`config.mk`:
```
export PLATFORM = sky130hd
export DESIGN_NAME = serial_word_packer
export DESIGN_NICKNAME = d
export VERILOG_FILES = /design/src/rtl/serial_word_packer.sv
export SDC_FILE = /design/constraint.sdc
export NUM_CORES = 1
export LEC_CHECK = 0
export ABC_AREA = 1
export ABC_CLOCK_PERIOD_IN_PS = 1100
export CORE_ASPECT_RATIO = 0.9
export CORE_MARGIN = 2
export CORE_UTILIZATION = 30
export DETAILED_ROUTE_END_ITERATION = 16
export DONT_BUFFER_PORTS = 1
export PLACE_DENSITY = 0.44
export SYNTH_ARGS = -nofsm -noshare
export SYNTH_HDL_FRONTEND = slang
export SYNTH_SLANG_ARGS = --single-unit
```
`constraint.sdc`:
```
create_clock -name clk -period 1.1 [get_ports clk]
set_input_delay 0.11 -clock clk [delete_from_list [all_inputs] [get_ports clk]]
set_output_delay 0.11 -clock clk [all_outputs]
set_load 0.01 [all_outputs]
```
`src/rtl/serial_word_packer.sv`:
```
// Serial-to-parallel word packer for the delay-line output.
// Frame-aligned bits in, valid/ready words out, sticky error flags.
module serial_word_packer #(
  parameter int WIDTH     = 8,
  parameter int MSB_FIRST = 1
) (
  input  logic             clk,
  input  logic             reset_,
  input  logic             bit_valid,
  input  logic             bit_in,
  input  logic             sof,
  input  logic             out_ready,
  input  logic             clear_flags,
  output logic             out_valid,
  output logic [WIDTH-1:0] out_data,
  output logic             overflow,
  output logic             frame_err
);

  localparam int CW = $clog2(WIDTH);

  typedef enum logic {
    HUNT  = 1'b0,
    SHIFT = 1'b1
  } state_t;

  state_t           r_state;
  state_t           w_state_nxt;
  logic [CW-1:0]    r_cnt;
  logic [CW-1:0]    w_cnt_nxt;
  logic [CW-1:0]    w_cnt_eff;
  logic [CW-1:0]    w_pos;
  logic [WIDTH-1:0] r_sh;
  logic [WIDTH-1:0] w_sh_nxt;
  logic [WIDTH-1:0] w_word;
  logic [WIDTH-1:0] r_data;
  logic [WIDTH-1:0] w_data_nxt;
  logic             r_valid;
  logic             w_valid_nxt;
  logic             r_ovf;
  logic             w_ovf_nxt;
  logic             r_ferr;
  logic             w_ferr_nxt;
  logic             w_accept;
  logic             w_done;
  logic             w_load;
  logic             w_drop;
  logic             w_ferr_set;

  // State register: reset drops back to hunting for a frame start
  always_ff @(posedge clk) begin
    if (reset_) r_state <= HUNT;
    else        r_state <= w_state_nxt;
  end

  // Next state: any qualified sof locks onto framing; SHIFT never leaves
  always_comb begin
    w_state_nxt = r_state;
    if (bit_valid && sof) w_state_nxt = SHIFT;
  end

  // Outputs of the FSM: bit placement, completion, handshake and flags
  always_comb begin
    w_accept   = bit_valid && (sof || r_state == SHIFT);
    w_cnt_eff  = sof ? '0 : r_cnt;
    w_pos      = (MSB_FIRST != 0) ? CW'(WIDTH-1) - w_cnt_eff
                                  : w_cnt_eff;
    w_word     = sof ? '0 : r_sh;
    w_word[w_pos] = bit_in;
    w_done     = w_accept && !sof && (r_cnt == CW'(WIDTH-1));
    w_ferr_set = bit_valid && sof && (r_state == SHIFT) && (r_cnt != '0);
    w_load     = w_done && (!r_valid || out_ready);
    w_drop     = w_done && r_valid && !out_ready;

    w_cnt_nxt = r_cnt;
    w_sh_nxt  = r_sh;
    if (w_accept) begin
      w_cnt_nxt = w_done ? '0 : w_cnt_eff + CW'(1);
      w_sh_nxt  = w_done ? '0 : w_word;
    end

    w_valid_nxt = r_valid;
    w_data_nxt  = r_data;
    if (w_load) begin
      w_valid_nxt = 1'b1;
      w_data_nxt  = w_word;
    end else if (r_valid && out_ready) begin
      w_valid_nxt = 1'b0;
    end

    // a new event in the same cycle as a clear keeps the flag set
    w_ovf_nxt  = w_drop || (r_ovf && !clear_flags);
    w_ferr_nxt = w_ferr_set || (r_ferr && !clear_flags);
  end

  // Datapath registers: bit counter, accumulator, output holding reg
  always_ff @(posedge clk) begin
    if (reset_) begin
      r_cnt   <= '0;
      r_sh    <= '0;
      r_data  <= '0;
      r_valid <= 1'b0;
      r_ovf   <= 1'b0;
      r_ferr  <= 1'b0;
    end else begin
      r_cnt   <= w_cnt_nxt;
      r_sh    <= w_sh_nxt;
      r_data  <= w_data_nxt;
      r_valid <= w_valid_nxt;
      r_ovf   <= w_ovf_nxt;
      r_ferr  <= w_ferr_nxt;
    end
  end

  assign out_valid = r_valid;
  assign out_data  = r_data;
  assign overflow  = r_ovf;
  assign frame_err = r_ferr;

endmodule

```
==> Yosys cells after proc, flatten, opt, wreduce, memory -nomap -nowiden <==
Cells that the tools add are included.
{ "word_totals": {"in_bits": 7, "wordCells": 44, "output_inout_bits": 11, "register_bits": 23} }
{ "op_classes": {"muxes": 9, "addsub": 2, "n_lt_le_gt_ge": 2, "n_eq_ne": 1, "reduce_logical": 23} }
{ "ops": {"columns": ["op", "count"], "rows": [
  ["8-bit 2-to-1 mux", 2],
  ["1-bit logical AND", 13],
  ["8-bit bitwise mux", 1],
  ["3-bit 2-to-1 mux", 2],
  ["1-bit logical NOT", 4],
  ["1-bit logical OR", 4],
  ["3-bit by 4-bit < comparator with 1-bit output (second input constant)", 1],
  ["3-bit by 1-bit adder with 3-bit output (second input constant)", 1],
  ["1-bit demux with 3-bit select", 1],
  ["3-bit == test (second input constant)", 1],
  ["3-bit by 1-bit >= comparator with 1-bit output (second input constant)", 1],
  ["1-bit 2-to-1 mux", 3],
  ["3-bit nonzero test", 1],
  ["3-bit subtractor (first input constant)", 1],
  ["2-bit nonzero test", 1]
]} }

==> Longest topological paths before layout <==
{ "logic_depth": {"word_depth": 8, "ltp_mapped": 9} }

==> Worst setup path before layout <==
No wires, ideal clock.
{ "synth_timing": {"path_kind": "reg2reg", "startpoint": "reg r_cnt[0]", "endpoint": "reg r_cnt[2]", "n_path_buf": 1, "path_slack_ns": -0.030, "stages_incl_launch_ff": 8, "t_arrival_ns": 1.014, "setup_time_ns": 0.116, "required_time_ns": 0.984, "path_cell_list": "dfxtp_1 -> buf_4 -> inv_1 -> nor2_1 -> ha_1 -> xor2_1 -> nand2_1 -> a21oi_1"} }
{ "synth_via": {"elab_chain_len": 3, "word_cells_on_any_way": 5, "classes_between": "1 x add/sub; 1 x eq/ne; 2 x mux; 1 x reduce/logical"} }
{ "synth_lines": {"columns": ["element", "line", "rtl"], "rows": [
  ["start, declared", "29", "logic [CW-1:0] r_cnt;"],
  ["start signal, assigned", "106", "r_cnt <= w_cnt_nxt;"],
  ["3-bit 2-to-1 mux or 3-bit == test (tied branches)", "65, 70", null],
  ["3-bit by 1-bit adder with 3-bit output or 1-bit logical AND (tied branches)", "78, 70", null],
  ["3-bit 2-to-1 mux (*)", "78", "w_cnt_nxt = w_done ? '0 : w_cnt_eff + CW'(1);"]
]} }
Mark *: on every way between the ends. The rest lies on a longest branch, timed or not.
A chain may end at the register's enable or synchronous reset.

==> Worst setup path in the final report <==
{ "layout_timing": {"startpoint": "reg r_cnt[1]", "endpoint": "reg r_data[3] (netlist: out_data[3])"} }
{ "layout_via": {"elab_chain_len": 7, "word_cells_on_any_way": 11, "classes_between": "1 x add/sub; 2 x order compare; 1 x eq/ne; 4 x mux; 3 x reduce/logical"} }
{ "layout_lines": {"columns": ["element", "line", "rtl"], "rows": [
  ["3-bit 2-to-1 mux", "65", "w_cnt_eff = sof ? '0 : r_cnt;"],
  ["3-bit subtractor", "66", "w_pos = (MSB_FIRST != 0) ? CW'(WIDTH-1) - w_cnt_eff"],
  ["3-bit by 4-bit < comparator with 1-bit output (not written as such) or 3-bit by 1-bit >= comparator with 1-bit output (tied branches)", "69", "w_word[w_pos] = bit_in;"],
  ["1-bit logical AND (not written as such)", "69", null],
  ["1-bit 2-to-1 mux (not written as such)", "69", null],
  ["1-bit demux with 3-bit select", "69", null],
  ["8-bit bitwise mux", "69", null],
  ["end signal, assigned", "108", "r_data <= w_data_nxt;"],
  ["end, declared", "36", "logic [WIDTH-1:0] r_data;"]
]} }
Several ways; a longest one is shown, not always the timed one.

==> flow_summary.yaml <==
logic_synthesis:
  async_reset_ff_share_pct: 0
  synthesis.area_per_instance_um2: 6.85
  ys_dominant_reg_cell: "dfxtp_1"
  synth_common_cells: "nand2_1 (53), dfxtp_1 (22), a21oi_1 (21)"
  synthesis.instances: 166
  syn-cell-area_um2: 1140
  synth_area_leaders: "dfxtp_1 (39%), nand2_1 (17%), a21oi_1 (9.2%)"
  synth.most_common_cell: "nand2_1"
  area_share_of_the_largest_cell_type_after_synthesis_pct: 38.7
  synth_cell_type_count: 21
  synth-seq-area-share_pct: 38.7
  synth.ff_latch_count: 22
  synth_enable_flop_cells: 0
  synth.net_count: 174
  synth_warnings: 0
  post-synth-top-area-cell: "dfxtp_1"
timing:
  max_slew_margin_pct: 83.8
  slew_viol_final: 0
  final_critical_path_setup_slack_ns: -0.0559
  min_period_ns: 1.16
  fmax_mhz: 865
  final-setup-viol-count: 5
  timing_hold_violations_final: 15
  pin_slew_with_the_least_headroom_to_its_limit_ns: 0.242
  rsz0062_at_grt: "yes"
  layout_worst_path_cycle_share_pct: 105
  worst_clock_skew_ns: 0.00435
  fin_worst_hold_slack_ns: -0.112
worst_setup_path:
  critPathLaunchType: "flop"
  timing.rr.start: "r_cnt[1]"
  reg2regPathDepth: 5
  crit_path_max_incr_delay_ns: 0.37
  crit_path_cell_trace: "inv_1 -> buf_4 -> nand4_1 -> a21oi_1 -> nor2_1"
  family_with_the_most_delay_on_the_worst_path: "flip-flops"
  worst_ep_arrival_time_ns: 1.32
  cp_slowest_cell: "dfxtp_4"
  r2r_setup_slk_ns: -0.06
  crit_buf_inv: 2
  timing.rr.end: "out_data[3]"
  timing.critical_path.required_ns: 1.27
  critical_path.endpoint_type: "flop"
  worst-setup-path-type: "flop to flop"
  crit_path_max_fanout: 4
run_status:
  failed_checks: "hold timing, setup timing"
  run_status: "finished with violations"
drt:
  final_antenna_net_count: 0
  routed_wire_length_per_instance_um: 12.3
  detailedRoute.firstPassIterationCount: 4
  vias: 1039
  routed_wl_mm: 2.72
  dr.first_iter.drc_count: 56
  vias_per_cell: 4.68
  drt_drc_violations_left: 0
clock_network:
  clock_slew_at_reported_path_ffs_ns: 0.08
  tritoncts_num_sinks: 22
  cts-root-buf: "clkbuf_8"
  clk_path_buf_depth: 2
  clock_tree_from_tritoncts: "yes"
  cts_made_buffers: 3
  clock_tree.htree_level_count: 1
  worst_skew_pair.late_latency_ns: 0.26
  cts_post_setup_buffers_inserted: 0
pwr:
  share_of_power_burned_in_the_clock_network_pct: 38.1
  seqPwrFrac_pct: 52.8
  power_report.internal_total_mw: 1.18
  power.share.combinational_pct: 9.1
  switching_share_pct: 24.2
  power.density_cell_area_nw_per_um2: 1090
  power.net_switching_mw: 0.375
  p_leak_nw: 0.570
  vdd.ir_drop.worst_v: 0.000703
min_path:
  hp-start: "reset_"
  holdPathEnd: "r_cnt[2]"
  timing.hold.worst.class: "input pin to flop"
  hold_depth: 1
placed_design:
  portBuffers: 0
  hpwl_mm: 1.86
  gpl.final_weighted_congestion: 0.765
layout:
  diodes: 0
  design.final.nets: 185
  layout-area-overhead-vs-synth_pct: 25.5
  final_core_utilization_pct: 38.8
  fraction_of_layout_cells_with_a_size_suffix_above_1_pct: 29.5
  n_fill_cell: 396
global_routing:
  antenna_violations_before_repair: 0
  grt_start_max_net_pins: 17
  grt_first_pass_wirelength_mm: 4.47
  first_global_vias: 946
  overflow: 0
  grt_use_total_pct: 13.6
die:
  core-area_um2: 3680
  dieWidth_um: 68.9
  area_of_the_die_um2: 4300
  initial_utilization_pct: 30.9
  io_pins: 18
  row_count: 21
  chipHeight_um: 62.4
flow_run:
  timing.max_cap.violations: 0
## stage by stage
step | setup TNS [ns] | cell area, um^2 | instances | power (mW) | setup WS, ns
5_1_grt | -1.13 | 1430 | 222 | 1.63 | -0.113
6_report | -0.108 | 1430 | 222 | 1.55 | -0.0559
4_1_cts | 0 | 1320 | 221 | 1.57 | 0.00248
3_5_place_dp | -1.31 | 1230 | 217 | 0.961 | -0.166
2_1_floorplan | 0 | 1140 | 166 | 0.935 | 0.00707
3_3_place_gp | -0.700 | 1230 | 217 | 0.961 | -0.146
## logic make-up after synthesis
| kind of cell | count (synthesis) | synth area share (%) |
|---|---|---|
| AND/OR/NAND/NOR | 94 | 38.0 |
| buffers and inverters | 25 | 11.0 |
| XOR/XNOR | 1 | 0.770 |
| flip-flops | 22 | 38.7 |
| AO/OA/AOI/OAI | 23 | 10.5 |
| adder cells (fa/ha/maj) | 1 | 1.10 |
## power by group through the flow
stage          registers (mW)  logic, mW  clock network (mW)
3_3_place_gp            0.837      0.124                   0
5_1_grt                 0.822      0.162               0.646
4_1_cts                 0.818      0.125               0.627
3_5_place_dp            0.838      0.123                   0
6_report                0.819      0.142               0.591
2_1_floorplan           0.832      0.102                   0
## cell type report
class | instances | area (um^2) | share of cell area (%)
timing repair buffer | 11 | 86.3 | 6.05
multi-input combinational | 120 | 689 | 48.3
tap | 46 | 57.6 | 4.03
clock buffer | 4 | 55.1 | 3.86
sequential | 22 | 453 | 31.7
inverter | 19 | 86.3 | 6.05
## worst max-delay path by stage
stage                        to  cells after the start     start  slack [ns]
finish              out_data[3]                      5  r_cnt[1]       -0.06
global route           r_cnt[2]                      6  r_cnt[0]       -0.11
CTS                 out_data[2]                      5  r_cnt[2]       0.002
detailed placement  out_data[6]                      5  r_cnt[0]       -0.17
global placement    out_data[6]                      5  r_cnt[0]       -0.15
floorplan              r_cnt[2]                      7  r_cnt[0]       0.007
## placed cells by master (no fill, tap or decap), drive strengths merged
| cell | instances |
|---|---|
| nand2 | 55 |
| dfxtp | 22 |
| a21oi | 21 |
| nor2 | 20 |
| inv | 19 |
| nand3 | 17 |
| buf | 11 |
| clkbuf | 4 |
| nand4 | 3 |
| o21ai | 2 |
| xor2 | 1 |
| ha | 1 |
## registers in the layout, summed over array words and instances (netlist names)
| name | flops |
|---|---|
| r_state | 1 |
| frame_err | 1 |
| out_data | 8 |
| r_sh | 7 |
| overflow | 1 |
| r_cnt | 3 |
| out_valid | 1 |
## metal layers
| layer | global-route usage [%] | vias up | routed length [um] |
|---|---|---|---|
| met5 | 0 | - | 0 |
| met4 | 1.47 | 0 | 6 |
| met3 | 5.23 | 2 | 154 |
| met2 | 20.4 | 20 | 1250 |
| met1 | 19.2 | 469 | 1320 |
| li1 | - | 548 | - |
## repair_timing
action,CTS,global route
cloned,0,1
endpoints found under the setup margin,17,18
hold endpoints to repair,15,15
pin swaps,0,7
resized for setup,11,29
No activity file was read; power rests on OpenSTA's default activity.
